$ cat src/rtl/mips_memory_data_responder_pkg.sv
// ============================================================================
// mips_memory_data_responder_pkg: shared encodings for the memory-stage responder
// Revision: 1.0
// ============================================================================
`default_nettype none

package mips_memory_data_responder_pkg;

  typedef enum logic [1:0] {
    BE_NONE = 2'd0,
    BE_BYTE = 2'd1,
    BE_HALF = 2'd2,
    BE_INT  = 2'd3
  } byte_enable_t;

  typedef enum logic [1:0] {
    FAULT_NONE       = 2'd0,
    FAULT_MISALIGNED = 2'd1,
    FAULT_TIMEOUT    = 2'd2
  } fault_code_t;

  typedef enum logic [1:0] {
    ST_IDLE    = 2'd0,
    ST_ACCESS  = 2'd1,
    ST_RESPOND = 2'd2
  } state_t;

  function automatic logic is_misaligned(byte_enable_t size, logic [1:0] lo);
    return ((size == BE_HALF) && lo[0]) || ((size == BE_INT) && (lo != 2'b00));
  endfunction

endpackage

`default_nettype wire

$ cat src/rtl/mips_memory_data_responder_if.sv
// ============================================================================
// mips_memory_data_responder_if: request/acknowledge word bus to data memory
// Revision: 1.0
// ============================================================================
`default_nettype none

interface mips_memory_data_responder_if;
  logic        busRequest;
  logic        busWrite;
  logic [29:0] busAddress;
  logic [3:0]  busByteMask;
  logic [31:0] busWriteData;
  logic [31:0] busReadData;
  logic        busAck;

  modport master (
    output busRequest, busWrite, busAddress, busByteMask, busWriteData,
    input  busReadData, busAck
  );

  modport slave (
    input  busRequest, busWrite, busAddress, busByteMask, busWriteData,
    output busReadData, busAck
  );
endinterface

`default_nettype wire

$ cat src/rtl/mips_memory_lane_align.sv
// ============================================================================
// mips_memory_lane_align: byte-lane mask, store replication, load extraction
// Revision: 1.0
// ============================================================================
`default_nettype none

module mips_memory_lane_align
  import mips_memory_data_responder_pkg::*;
(
  input  byte_enable_t size,
  input  logic [1:0]   addr_lo,
  input  logic         sign_ext,
  input  logic [31:0]  store_in,
  input  logic [31:0]  load_word,
  output logic [3:0]   mask,
  output logic [31:0]  store_out,
  output logic [31:0]  load_out
);

  logic [31:0] shifted;

  always_comb begin
    shifted   = load_word >> {addr_lo, 3'b000};
    mask      = 4'b0000;
    store_out = 32'd0;
    load_out  = 32'd0;
    case (size)
      BE_BYTE: begin
        mask      = 4'b0001 << addr_lo;
        store_out = {4{store_in[7:0]}};
        load_out  = {{24{sign_ext & shifted[7]}}, shifted[7:0]};
      end
      BE_HALF: begin
        mask      = addr_lo[1] ? 4'b1100 : 4'b0011;
        store_out = {2{store_in[15:0]}};
        load_out  = {{16{sign_ext & shifted[15]}}, shifted[15:0]};
      end
      BE_INT: begin
        mask      = 4'b1111;
        store_out = store_in;
        load_out  = shifted;
      end
      default: begin
        mask      = 4'b0000;
        store_out = 32'd0;
        load_out  = 32'd0;
      end
    endcase
  end

endmodule

`default_nettype wire

$ cat src/rtl/mips_memory_data_responder.sv
// ============================================================================
// mips_memory_data_responder: memory-stage load/store engine with stall and faults
// Revision: 1.0
// ============================================================================
`default_nettype none

module mips_memory_data_responder
  import mips_memory_data_responder_pkg::*;
#(
  parameter int TIMEOUT_CYCLES = 255
) (
  input  logic        clock,
  input  logic        reset,
  input  logic        valid,
  input  logic        writeEnable,
  input  logic [1:0]  byteEnable,
  input  logic        signExtend,
  input  logic [31:0] address,
  input  logic [31:0] storeData,
  output logic        stall,
  output logic        done,
  output logic [31:0] loadData,
  output logic        fault,
  output logic [1:0]  faultCode,
  mips_memory_data_responder_if.master bus
);

  state_t       state;
  byte_enable_t acc_size;
  logic         acc_write;
  logic         acc_sign;
  logic [31:0]  acc_address;
  logic [31:0]  acc_wdata;
  logic [3:0]   acc_mask;
  logic [7:0]   wait_count;
  logic         timed_out;

  byte_enable_t be_in;
  logic         in_idle, in_access, in_respond;
  logic         start, misaligned, go, terminal;
  byte_enable_t sel_size;
  logic [1:0]   sel_lo;
  logic         sel_sign;
  logic [3:0]   lane_mask;
  logic [31:0]  lane_store, lane_load;

  assign be_in      = byte_enable_t'(byteEnable);
  assign in_idle    = (state == ST_IDLE);
  assign in_access  = (state == ST_ACCESS);
  assign in_respond = (state == ST_RESPOND);
  assign start      = in_idle && valid && (be_in != BE_NONE);
  assign misaligned = is_misaligned(be_in, address[1:0]);
  assign go         = start && !misaligned;
  assign terminal   = ((wait_count + 8'd1) == 8'(TIMEOUT_CYCLES));

  // One aligner serves both phases: live inputs at start, latched access afterwards.
  assign sel_size = in_idle ? be_in         : acc_size;
  assign sel_lo   = in_idle ? address[1:0]  : acc_address[1:0];
  assign sel_sign = in_idle ? signExtend    : acc_sign;

  mips_memory_lane_align u_lane_align (
    .size      (sel_size),
    .addr_lo   (sel_lo),
    .sign_ext  (sel_sign),
    .store_in  (storeData),
    .load_word (bus.busReadData),
    .mask      (lane_mask),
    .store_out (lane_store),
    .load_out  (lane_load)
  );

  always_ff @(posedge clock or negedge reset) begin
    if (!reset) begin
      state       <= ST_IDLE;
      acc_size    <= BE_NONE;
      acc_write   <= 1'b0;
      acc_sign    <= 1'b0;
      acc_address <= 32'd0;
      acc_wdata   <= 32'd0;
      acc_mask    <= 4'd0;
      wait_count  <= 8'd0;
      timed_out   <= 1'b0;
      loadData    <= 32'd0;
    end else begin
      case (state)
        ST_IDLE: begin
          if (go) begin
            acc_size    <= be_in;
            acc_write   <= writeEnable;
            acc_sign    <= signExtend;
            acc_address <= address;
            acc_mask    <= lane_mask;
            acc_wdata   <= lane_store;
            wait_count  <= 8'd0;
            timed_out   <= 1'b0;
            state       <= ST_ACCESS;
          end
        end
        ST_ACCESS: begin
          if (bus.busAck) begin
            if (!acc_write) loadData <= lane_load;
            state <= ST_RESPOND;
          end else if (terminal) begin
            timed_out <= 1'b1;
            loadData  <= 32'd0;
            state     <= ST_RESPOND;
          end else begin
            wait_count <= wait_count + 8'd1;
          end
        end
        ST_RESPOND: state <= ST_IDLE;
        default:    state <= ST_IDLE;
      endcase
    end
  end

  assign stall     = go || in_access;
  assign done      = in_respond;
  assign fault     = (start && misaligned) || (in_respond && timed_out);
  assign faultCode = (start && misaligned)      ? FAULT_MISALIGNED :
                     (in_respond && timed_out)  ? FAULT_TIMEOUT    : FAULT_NONE;

  assign bus.busRequest   = in_access;
  assign bus.busWrite     = in_access && acc_write;
  assign bus.busAddress   = acc_address[31:2];
  assign bus.busByteMask  = acc_mask;
  assign bus.busWriteData = acc_wdata;

endmodule

`default_nettype wire

$ cat src/flat_wrapper.sv
// flat-port wrapper written by rule: the top's interface ports become plain ports
module mips_memory_data_responder_flat import mips_memory_data_responder_pkg::*;
#(
  parameter int TIMEOUT_CYCLES = 255
)
  (clock, reset, valid, writeEnable, byteEnable, signExtend, address, storeData, stall, done, loadData, fault, faultCode, bus_busRequest, bus_busWrite, bus_busAddress, bus_busByteMask, bus_busWriteData, bus_busReadData, bus_busAck);
  mips_memory_data_responder_if bus_i ();
  input  logic clock;
  input  logic reset;
  input  logic valid;
  input  logic writeEnable;
  input  logic [1:0] byteEnable;
  input  logic signExtend;
  input  logic [31:0] address;
  input  logic [31:0] storeData;
  output logic stall;
  output logic done;
  output logic [31:0] loadData;
  output logic fault;
  output logic [1:0] faultCode;
  output wire logic [$bits(bus_i.busRequest)-1:0] bus_busRequest;
  output wire logic [$bits(bus_i.busWrite)-1:0] bus_busWrite;
  output wire logic [$bits(bus_i.busAddress)-1:0] bus_busAddress;
  output wire logic [$bits(bus_i.busByteMask)-1:0] bus_busByteMask;
  output wire logic [$bits(bus_i.busWriteData)-1:0] bus_busWriteData;
  input wire logic [$bits(bus_i.busReadData)-1:0] bus_busReadData;
  input wire logic [$bits(bus_i.busAck)-1:0] bus_busAck;
  assign bus_busRequest = bus_i.busRequest;
  assign bus_busWrite = bus_i.busWrite;
  assign bus_busAddress = bus_i.busAddress;
  assign bus_busByteMask = bus_i.busByteMask;
  assign bus_busWriteData = bus_i.busWriteData;
  assign bus_i.busReadData = bus_busReadData;
  assign bus_i.busAck = bus_busAck;
  mips_memory_data_responder #(.TIMEOUT_CYCLES(TIMEOUT_CYCLES)) u_core (.clock(clock), .reset(reset), .valid(valid), .writeEnable(writeEnable), .byteEnable(byteEnable), .signExtend(signExtend), .address(address), .storeData(storeData), .stall(stall), .done(done), .loadData(loadData), .fault(fault), .faultCode(faultCode), .bus(bus_i));
endmodule
$ cat config.mk
export PLATFORM = sky130hd
export DESIGN_NAME = mips_memory_data_responder_flat
export DESIGN_NICKNAME = d
export VERILOG_FILES = /design/src/rtl/mips_memory_data_responder_pkg.sv /design/src/rtl/mips_memory_data_responder_if.sv /design/src/rtl/mips_memory_lane_align.sv /design/src/rtl/mips_memory_data_responder.sv /design/src/flat_wrapper.sv
export SDC_FILE = /design/constraint.sdc
export NUM_CORES = 1
export LEC_CHECK = 0
export BUFFER_PORTS_ARGS = -buffer_cell sky130_fd_sc_hd__buf_2
export CORE_UTILIZATION = 50
export CTS_CLUSTER_DIAMETER = 40
export DETAILED_ROUTE_END_ITERATION = 10
export PLACE_DENSITY = 0.81
export SETUP_SLACK_MARGIN = 0.05
export SYNTH_ARGS = -nofsm -noshare
export SYNTH_HDL_FRONTEND = slang
export SYNTH_SLANG_ARGS = --single-unit
$ cat constraint.sdc
create_clock -name clock -period 2.5 [get_ports clock]
set_input_delay 0.25 -clock clock [delete_from_list [all_inputs] [get_ports clock]]
set_output_delay 0.25 -clock clock [all_outputs]
set_load 0.1 [all_outputs]
==> reports/qor.yml <==
synth_area_mm2: 0.00576
synth-seq-cells: 115
syn_inst: 633
timing.rr.start: "u_core.state[0]"
numCtsBuffers: 17
fin_ws_ns: 0.146
maxCapViolations: 0
synth_top_area_share_pct: 50.0
gp_congestion: 0.925
ys_warn_count: 0
finalHoldViolCount: 0
postSynthAreaPerCell_um2: 9.09
worstPathRequired_ns: 2.83
vdd_drop_max_mv: 0.965
avgRoutedWirePerCell_um: 17.2
slew_headroom_pct: 52.5
worstSetupPathType: "flip-flop to flip-flop"
p_total_mw: 11.7
final_cell_area_mm2: 0.00764
cts.sinks: 115
clockRootBuffer: "clkbuf_16"
grt_pass1_wl_um: 25500
power.leakage_nw: 4.07
slowest_stage: "dfrtp_1"
h-tree-depth: 4
start_kind: "flip-flop"
drtIter0Drc: 380
cts_tree: "yes"
finalClockSkew_ns: 0.00849
drc_errors: 0
area.growth.synth_to_final_pct: 32.7
totalWireLength_um: 16800
synth_fp_nets: 739
vias_per_cell: 5.65
grt_antenna_before_repair: 1
holdCritStartpoint: "address[19]"
power_density_mw_per_mm2: 1530
die_h_um: 109
clk_pin_slew_ns: 0.06
ioPinCount: 209
insertion_delay_ns: 0.40
postRouteAntennaNets: 0
cp_max_fo: 16
synth-edff-count: 0
status: "completed"
cts_max_path_buffers: 2
fin_crit_ns: 2.35
hpwl_um: 11900
fin_nets: 933
end_kind: "flip-flop"
place_area_mm2: 0.00691
max_stage_delay_ns: 0.49
hold_path_class: "input port to flip-flop"
fill_cells: 826
vias: 5546
port_buffers: 208
grt_pass1_vias: 5292
rsz0062_at_grt: "false"
synth_area_leaders: "dfrtp_1 50%, nand2_1 13%, buf_4 3.9%"
grt_max_degree: 59
dp.cells: 940
grt.total_usage_pct: 27.9
cp_cell_sequence: "o21a_1, or2_1, buf_4, o211a_1, a21o_1, o32ai_4, buf_6, a221o_1"
dr.pass1.iters: 5
die_x_um: 109
drive_gt1_share_pct: 35.8
crit_arrival_ns: 2.69
startpoint: "u_core.state[0]"
fp.dieArea_mm2: 0.0119
synthArstFlopShare_pct: 100
period_share_pct: 94.1
start_util_pct: 52.2
yosysTopAreaCell: "dfrtp_1"
core_mm2: 0.0110
pre_cts_slack_ns: -0.0224
yosysSeqAreaShare_pct: 50.0
stdcell_count: 981
fmax_mhz: 425
grt_overflow: 0
setup-violations-final: 0
drv_slew: 0
max_slew.worst_pin.slew_ns: 0.712
fp-row-count: 38
synthFlopType: "dfrtp_1"
yosys.cell_types.count: 49
[cell type report]
type / count / area (um^2) / area share (%)
antenna: 1 / 2.50 / 0.0328
multi-input combinational: 447 / 2560 / 33.6
clock buffer: 23 / 468 / 6.13
timing repair buffer: 241 / 1400 / 18.3
tap: 140 / 175 / 2.29
sequential: 115 / 2880 / 37.7
clock inverter: 9 / 129 / 1.69
inverter: 5 / 22.5 / 0.295
[report_power, final]
group	switching, mW	internal, mW
combinational	5.30	1.09
clock	0.818	1.62
sequential	0.386	2.47
[kinds of logic after synthesis]
| family | after synthesis | synth area share [%] |
|---|---|---|
| simple gates | 278 | 19.9 |
| compound gates | 131 | 16.3 |
| flops | 115 | 50.0 |
| buf+inv | 71 | 6.98 |
| mux | 33 | 5.98 |
| xor+xnor | 3 | 0.457 |
| fa+ha+maj | 2 | 0.435 |
[metal layers]
layer  vias up  global-route usage [%]  wire (um)
li1       2534                       -          -
met1      2660                    35.5       6620
met2       304                    46.0       8460
met3        48                    6.64       1290
met4         0                    11.3        463
met5         -                       0          0
[placed cells by master, fill, tap and decap left out, types with 8 or more instances in the layout]
cell       instances
nor2_1            31
o21ai_0           37
buf_2            204
a221o_1            8
a221oi_1           8
a211o_1            9
mux2_2            11
buf_4             27
a21oi_1           25
dfrtp_1          114
nand3_1           19
a22oi_1            8
a22o_1             9
clkbuf_16         17
nand2_1          198
mux2i_1           20
[through the flow]
stage	TNS, ns	util (%)	hold slack (ns)
2_1_floorplan	-0.0548	-	-0.0456
3_3_place_gp	0	62.6	0.220
3_5_place_dp	-0.0224	62.6	0.227
4_1_cts	0	68.2	0.0219
5_1_grt	0	69.2	0.0345
6_report	0	69.2	0.0437
[what timing repair did]
action | 4_1_cts | 5_1_grt
pin swaps | 0 | 4
resized for setup | 3 | 9
endpoints found under the hold margin | 30 | 0
setup buffers | 0 | 7
hold buffers | 1 | 0
setup endpoints to repair | 20 | 36
[final timing paths]
path	slack [ns]	cells after the start	to
min in group asynchronous	0.34	2	u_core.loadData[12]
max in group asynchronous	1.34	3	u_core.wait_count[0]
setup / recovery	0.15	8	u_core.loadData[30]
setup reg to reg	0.15	8	u_core.loadData[30]
hold / removal	0.04	3	u_core.acc_address[19]
hold reg to reg	0.47	2	u_core.acc_address[11]
[synthesized netlist by cell type, drive strengths merged, types with 4 or more instances]
master and number:
a21o 4, a22o 9, mux2 11, buf 43, nand2 199, a22oi 8
o21ai 40, nor3b 4, nor2 34, a221oi 8, a221o 8, inv 5
mux2i 22, a32o 7, a21oi 25, and2 4, a211o 9, nand3 19
clkbuf 23, dfrtp 115
[worst max-delay path, delay by kind of cell, from the launching register on]
| family | cells | cell delay (ns) |
|---|---|---|
| compound gates | 5 | 1.09 |
| flops | 1 | 0.49 |
| buf+inv | 2 | 0.42 |
| simple gates | 1 | 0.27 |
[sequential cells by signal, summed over array words and instances, names as in the netlist, 2 cells and up]
name                     cells
u_core.acc_size              2
u_core.wait_count            8
u_core.acc_address          32
u_core.loadData             32
u_core.bus.busWriteData     32
u_core.bus.busByteMask       4
u_core.state                 2
(Power assumes the default switching activity.)
